===== src/rtl/fpu_pkg.sv =====
// Shared encodings and default widths for the FPU unpack stage.
package fpu_pkg;

  localparam int EXP_W_DEF = 8;
  localparam int MAN_W_DEF = 23;
  localparam int CLS_W     = 3;

  typedef enum logic [2:0] {
    CLS_ZERO = 3'd0,
    CLS_SUBN = 3'd1,
    CLS_NORM = 3'd2,
    CLS_INF  = 3'd3,
    CLS_QNAN = 3'd4,
    CLS_SNAN = 3'd5
  } fp_class_e;

  typedef enum logic [1:0] {
    OP_ADD = 2'd0,
    OP_SUB = 2'd1,
    OP_MUL = 2'd2,
    OP_DIV = 2'd3
  } fp_op_e;

  // Unpacked operand: {class, sign, exp, man incl. hidden bit}
  function automatic int unp_width(input int exp_w, input int man_w);
    return CLS_W + 1 + exp_w + man_w + 1;
  endfunction

endpackage


===== src/rtl/fpu_en_reg.sv =====
// Enabled register with asynchronous active-high clear.
module fpu_en_reg #(
  parameter int W = 8
) (
  input  logic         clk,
  input  logic         rst,
  input  logic         en,
  input  logic [W-1:0] data_d,
  output logic [W-1:0] data_q
);

  always_ff @(posedge clk or posedge rst) begin
    if (rst) begin
      data_q <= '0;
    end else if (en) begin
      data_q <= data_d;
    end
  end

endmodule


===== src/rtl/fpu_unpack.sv =====
// Combinational IEEE-754 operand classifier/unpacker.
// FPU_DENORM_EN keeps subnormals; otherwise they are flushed to signed zero.
module fpu_unpack
  import fpu_pkg::*;
#(
  parameter int EXP_W = EXP_W_DEF,
  parameter int MAN_W = MAN_W_DEF
) (
  input  logic [EXP_W+MAN_W:0]           opnd,
  input  logic                           neg_req,
  output logic [CLS_W+EXP_W+MAN_W+1:0]   unp
);

  logic             sign_in;
  logic [EXP_W-1:0] exp_in;
  logic [MAN_W-1:0] frac_in;
  logic             exp_zero;
  logic             exp_max;
  logic             frac_zero;
  fp_class_e        cls;
  logic             sign_out;
  logic [EXP_W-1:0] exp_out;
  logic [MAN_W:0]   man_out;

  assign sign_in   = opnd[EXP_W+MAN_W];
  assign exp_in    = opnd[EXP_W+MAN_W-1:MAN_W];
  assign frac_in   = opnd[MAN_W-1:0];
  assign exp_zero  = ~|exp_in;
  assign exp_max   = &exp_in;
  assign frac_zero = ~|frac_in;

  always_comb begin
    cls     = CLS_NORM;
    exp_out = exp_in;
    man_out = {1'b1, frac_in};
    if (exp_zero) begin
      if (frac_zero) begin
        cls     = CLS_ZERO;
        exp_out = '0;
        man_out = '0;
      end else begin
`ifdef FPU_DENORM_EN
        // Subnormals share the minimum normal exponent, without the hidden bit
        cls     = CLS_SUBN;
        exp_out = EXP_W'(1);
        man_out = {1'b0, frac_in};
`else
        cls     = CLS_ZERO;
        exp_out = '0;
        man_out = '0;
`endif
      end
    end else if (exp_max) begin
      man_out = {1'b0, frac_in};
      if (frac_zero) begin
        cls = CLS_INF;
      end else if (frac_in[MAN_W-1]) begin
        cls = CLS_QNAN;
      end else begin
        cls = CLS_SNAN;
      end
    end
  end

  // NaN payload signs are left untouched by subtraction
  assign sign_out = sign_in ^ (neg_req & (cls != CLS_QNAN) & (cls != CLS_SNAN));
  assign unp      = {cls, sign_out, exp_out, man_out};

endmodule


===== src/rtl/fpu_unpack_stage.sv =====
// Operand unpack pipeline stage with a 2-entry skid buffer (latency 1).
// FPU_DENORM_EN selects subnormal handling inside fpu_unpack.
//
// state    | meaning
// EMPTY    | no pair buffered, out_valid=0
// ONE      | head holds one pair
// TWO      | head and skid both hold pairs, in_ready=0
module fpu_unpack_stage
  import fpu_pkg::*;
#(
  parameter int EXP_W = EXP_W_DEF,
  parameter int MAN_W = MAN_W_DEF
) (
  input  logic                          clk,
  input  logic                          rst,
  input  logic                          in_valid,
  output logic                          in_ready,
  input  logic [EXP_W+MAN_W:0]          in_a,
  input  logic [EXP_W+MAN_W:0]          in_b,
  input  logic [1:0]                    in_op,
  output logic                          out_valid,
  input  logic                          out_ready,
  output logic [CLS_W+EXP_W+MAN_W+1:0]  out_a,
  output logic [CLS_W+EXP_W+MAN_W+1:0]  out_b,
  output logic [1:0]                    out_op
);

  localparam int UNP_W  = unp_width(EXP_W, MAN_W);
  localparam int PAIR_W = 2 + 2 * UNP_W;

  localparam logic [1:0] ST_EMPTY = 2'd0;
  localparam logic [1:0] ST_ONE   = 2'd1;
  localparam logic [1:0] ST_TWO   = 2'd2;

  logic [1:0]        state_q, state_d;
  logic [UNP_W-1:0]  unp_a, unp_b;
  logic [PAIR_W-1:0] new_pair;
  logic [PAIR_W-1:0] head_q, head_d, skid_q;
  logic              head_en, skid_en;
  logic              in_xfer, out_xfer;

  fpu_unpack #(.EXP_W(EXP_W), .MAN_W(MAN_W)) u_unpack_a (
    .opnd    (in_a),
    .neg_req (1'b0),
    .unp     (unp_a)
  );

  fpu_unpack #(.EXP_W(EXP_W), .MAN_W(MAN_W)) u_unpack_b (
    .opnd    (in_b),
    .neg_req (in_op == OP_SUB),
    .unp     (unp_b)
  );

  assign new_pair  = {in_op, unp_a, unp_b};
  assign in_ready  = (state_q != ST_TWO);
  assign out_valid = (state_q != ST_EMPTY);
  assign in_xfer   = in_valid & in_ready;
  assign out_xfer  = out_valid & out_ready;

  always_comb begin
    state_d = state_q;
    head_en = 1'b0;
    skid_en = 1'b0;
    head_d  = new_pair;
    case (state_q)
      ST_EMPTY: begin
        if (in_xfer) begin
          head_en = 1'b1;
          state_d = ST_ONE;
        end
      end
      ST_ONE: begin
        if (in_xfer && out_xfer) begin
          head_en = 1'b1;
        end else if (in_xfer) begin
          skid_en = 1'b1;
          state_d = ST_TWO;
        end else if (out_xfer) begin
          state_d = ST_EMPTY;
        end
      end
      ST_TWO: begin
        if (out_xfer) begin
          head_en = 1'b1;
          head_d  = skid_q;
          state_d = ST_ONE;
        end
      end
      default: state_d = ST_EMPTY;
    endcase
  end

  always_ff @(posedge clk or posedge rst) begin
    if (rst) begin
      state_q <= ST_EMPTY;
    end else begin
      state_q <= state_d;
    end
  end

  fpu_en_reg #(.W(PAIR_W)) u_head_reg (
    .clk    (clk),
    .rst    (rst),
    .en     (head_en),
    .data_d (head_d),
    .data_q (head_q)
  );

  fpu_en_reg #(.W(PAIR_W)) u_skid_reg (
    .clk    (clk),
    .rst    (rst),
    .en     (skid_en),
    .data_d (new_pair),
    .data_q (skid_q)
  );

  assign out_op = head_q[PAIR_W-1 -: 2];
  assign out_a  = head_q[2*UNP_W-1 -: UNP_W];
  assign out_b  = head_q[UNP_W-1:0];

endmodule


===== config.mk =====
export PLATFORM = sky130hd
export DESIGN_NAME = fpu_unpack_stage
export DESIGN_NICKNAME = d
export VERILOG_FILES = /design/src/rtl/fpu_pkg.sv /design/src/rtl/fpu_en_reg.sv /design/src/rtl/fpu_unpack.sv /design/src/rtl/fpu_unpack_stage.sv
export SDC_FILE = /design/constraint.sdc
export NUM_CORES = 1
export LEC_CHECK = 0
export ABC_CLOCK_PERIOD_IN_PS = 9700
export BUFFER_PORTS_ARGS = -buffer_cell sky130_fd_sc_hd__buf_2
export CAP_MARGIN = 30
export CORE_MARGIN = 4
export CORE_UTILIZATION = 50
export CTS_BUF_LIST = sky130_fd_sc_hd__clkbuf_8
export CTS_CLUSTER_SIZE = 16
export DETAILED_ROUTE_END_ITERATION = 10
export PLACE_DENSITY = 0.83
export SLEW_MARGIN = 20
export SYNTH_ARGS = -nofsm -noshare
export SYNTH_HDL_FRONTEND = slang
export SYNTH_SLANG_ARGS = --single-unit

===== constraint.sdc =====
create_clock -name clk -period 9.7 [get_ports clk]
set_input_delay 1.94 -clock clk [delete_from_list [all_inputs] [get_ports clk]]
set_output_delay 1.94 -clock clk [all_outputs]
set_load 0.005 [all_outputs]

==> flow_summary.toml <==
[worst_hold_path]
worstHoldEndpoint = "u_skid_reg.data_q[23]"
hold_depth = 2
hp-start = "u_skid_reg.data_q[23]"
hold_class = "reg -> reg"

[pwr]
power.net_switching_uw = 538.2
powerDensity_nw_per_um2 = 228.5
clock_power_share_pct = 27.8
p_int_mw = 1.255
peakVddDrop_v = 0.0001026
power.leakage_nw = 3.872
seqPwrFrac_pct = 51.0
combinationalPowerShare_pct = 21.2
switching_share_pct = 30.02

[final_layout]
area_delta_synth_final_pct = 18.21
seqCellArea_um2 = 3754
nNetsFinal = 958
drive_above_1_share_pct = 22.09
multi_input_area_um2 = 2613
fill_cells = 1140
utilization_pct = 61.18
insertedDiodeCount = 0

[floorplanning]
die_h_um = 123.2
dieArea_um2 = 15180
die_x_um = 123.2
start_util_pct = 51.76
rows = 41
core_area_um2 = 12820
pin_count = 146

[logic_synthesis]
synth_seq_cells = 150
synthFlopType = "dfrtp_1"
syn_area_um2 = 6638
synth.avg_cell_area_um2 = 8.598
yosysWarnings = 0
synth.top_cell.area_share_pct = 56.55
synthCells = 772
synth_area_leaders = "dfrtp_1 57%, nand2_1 14%, a31oi_1 6.3%"
yosys.area.top_type = "dfrtp_1"
synth_edf_count = 0
ys_seq_area_share_pct = 56.55
synthArstFlopShare_pct = 100.0
syn_nets = 842
yosys.cell_types.count = 35

[drt]
route.vias.total = 5710
drtIter0Drc = 541
dr.pass1.iters = 5
routedWlPerCell_um = 14.77
postRouteAntennaNets = 0
drcViolationCount = 0
drt-vias-per-instance = 5.322
finalWirelength_um = 15850

[global_routing]
grt_pass1_wl_um = 26130
grt_usage_pct = 21.74
grt_overflow_total = 0
grt_pass1_vias = 5374
grt_max_degree = 116
antenna_found_initial = 0

[timing]
max_clock_freq_mhz = 264.7
min_period_ns = 3.778
maxSlewViolCount = 0
setup_viol = 0
holdWs_ns = 0.4790
setup_slack_ns = 5.922
fin_skew_ns = 0.007241
slew_headroom_pct = 37.70
rsz0062_at_grt = "false"
worst_pin_slew_ns = 0.9345
setup_tns_ns = 0
fin_crit_sh_pct = 38.95
hold_viol = 0

[placed_design]
post-place-ws_ns = 5.527
hpwl_um = 10050
numPortBuffers = 145
gp_congestion = 0.8076

[clocking]
clock-sinks = 150
cts_tree = "built"
ctsLongestPathBuffers = 2
clk_latency_ns = 0.43
cts_buffers = 17
clk_pin_slew_ns = 0.08
h-tree-depth = 4
cts_setup_buffers = 0
hold_buffers = 0
cts-root-buf = "clkbuf_8"
post_cts_resized = 0

[worst_setup_path]
crit_chain = "buf_2 > nand2_4 > buf_4 > nand2_4 > nor2_1 > a31oi_1"
arrival_ns = 4.04
path_max_fanout = 96
worstPathRequired_ns = 9.96
crit_family = "simple AND/OR/NAND/NOR gates"
rr_worst_depth = 6
ff2ff_setup_slack_ns = 6.99
r2r_start = "state_q[1]"
cp-start-kind = "input port"
max_stage_delay_ns = 0.72
critPathMostFrequentCell = "nand2_4"
crit_type = "in -> reg"
worstSetupEndpointType = "register"
r2r-end = "u_head_reg.data_q[47]"
cp_slowest_cell = "nand2_4"
crit_buf_inv = 2

[job]
maxCapViolCount = 0

[status]
status = "finished clean"
## power groups by stage
stage / clock network [mW] / logic, mW / registers [mW]
3_5_place_dp: 0 / 0.384 / 0.922
2_1_floorplan: 0 / 0.226 / 0.913
5_1_grt: 0.535 / 0.441 / 0.937
4_1_cts: 0.507 / 0.385 / 0.914
3_3_place_gp: 0 / 0.368 / 0.918
6_report: 0.499 / 0.381 / 0.914
## final cells by class
class / instances / area share [%]
sequential: 150 / 47.84
multi-input combinational: 562 / 33.30
timing repair buffer: 154 / 10.52
clock buffer: 24 / 4.210
tap: 172 / 2.743
clock inverter: 8 / 1.180
inverter: 3 / 0.2073
## worst max-delay path by stage
stage / from / endpoint / slack, ns / cells after the start
global placement: out_ready / u_head_reg.data_q[49] / 5.58 / 6
floorplan: rst / state_q[0] / 3.72 / 1
finish: out_ready / u_head_reg.data_q[47] / 5.92 / 6
global route: out_ready / u_head_reg.data_q[49] / 5.72 / 6
CTS: out_ready / u_head_reg.data_q[47] / 5.99 / 6
detailed placement: out_ready / u_head_reg.data_q[47] / 5.53 / 6
## cells in the final DEF (no fill, tap or decap), types with 6 or more instances in the layout
| cell | Yosys | final |
|---|---|---|
| nand2_1 | 254 | 252 |
| dfrtp_1 | 150 | 150 |
| buf_2 | 21 | 145 |
| nor2_1 | 70 | 70 |
| a31oi_1 | 67 | 67 |
| o21ai_0 | 56 | 56 |
| nand3_1 | 51 | 51 |
| clkbuf_8 | 0 | 24 |
| nor4_1 | 14 | 14 |
| buf_4 | 7 | 7 |
| nand4_1 | 6 | 6 |
## worst register-to-register path, cell delays in order, from the launching register on
cell     delay, ns
dfrtp_1       0.42
nor2b_4       0.16
nand2_4       0.06
buf_4         0.71
nand2_4       0.73
nor2_1        0.39
a31oi_1       0.07
## metrics by stage
stage | cells | instance area (µm²) | power [mW]
5_1_grt | 1073 | 7846 | 1.912
3_3_place_gp | 1039 | 7376 | 1.286
6_report | 1073 | 7846 | 1.793
2_1_floorplan | 772 | 6638 | 1.139
4_1_cts | 1071 | 7799 | 1.806
3_5_place_dp | 1039 | 7376 | 1.306
## layer usage
metal	global-route usage, %	vias to the layer above	part of all wire, %
met1	29.77	2668	45
met4	7.197	0	1.3
met3	5.718	19	6.3
li1	-	2835	-
met2	33.94	188	48
met5	0	-	0
## cell families (layout without fill, tap and decap cells)
logic type	count (synthesis)	after routing	synth area share [%]
compound gates	145	145	12.74
buf+inv	60	189	4.411
flops	150	150	56.55
simple gates	417	417	26.30
## registers in the layout, indices dropped and copies added (netlist names)
| signal | count |
|---|---|
| u_head_reg.data_q | 74 |
| u_skid_reg.data_q | 74 |
| state_q | 2 |
## synthesized netlist by cell type, types with 5 or more instances
cell type  count
nand2_1      254
dfrtp_1      150
nor2_1        70
a31oi_1       67
o21ai_0       56
nand3_1       51
clkbuf_1      26
buf_2         21
nor4_1        14
buf_4          7
nand4_1        6
a21oi_1        5
a22oi_1        5
nor3_1         5
No activity file was read; power rests on OpenSTA's default activity.
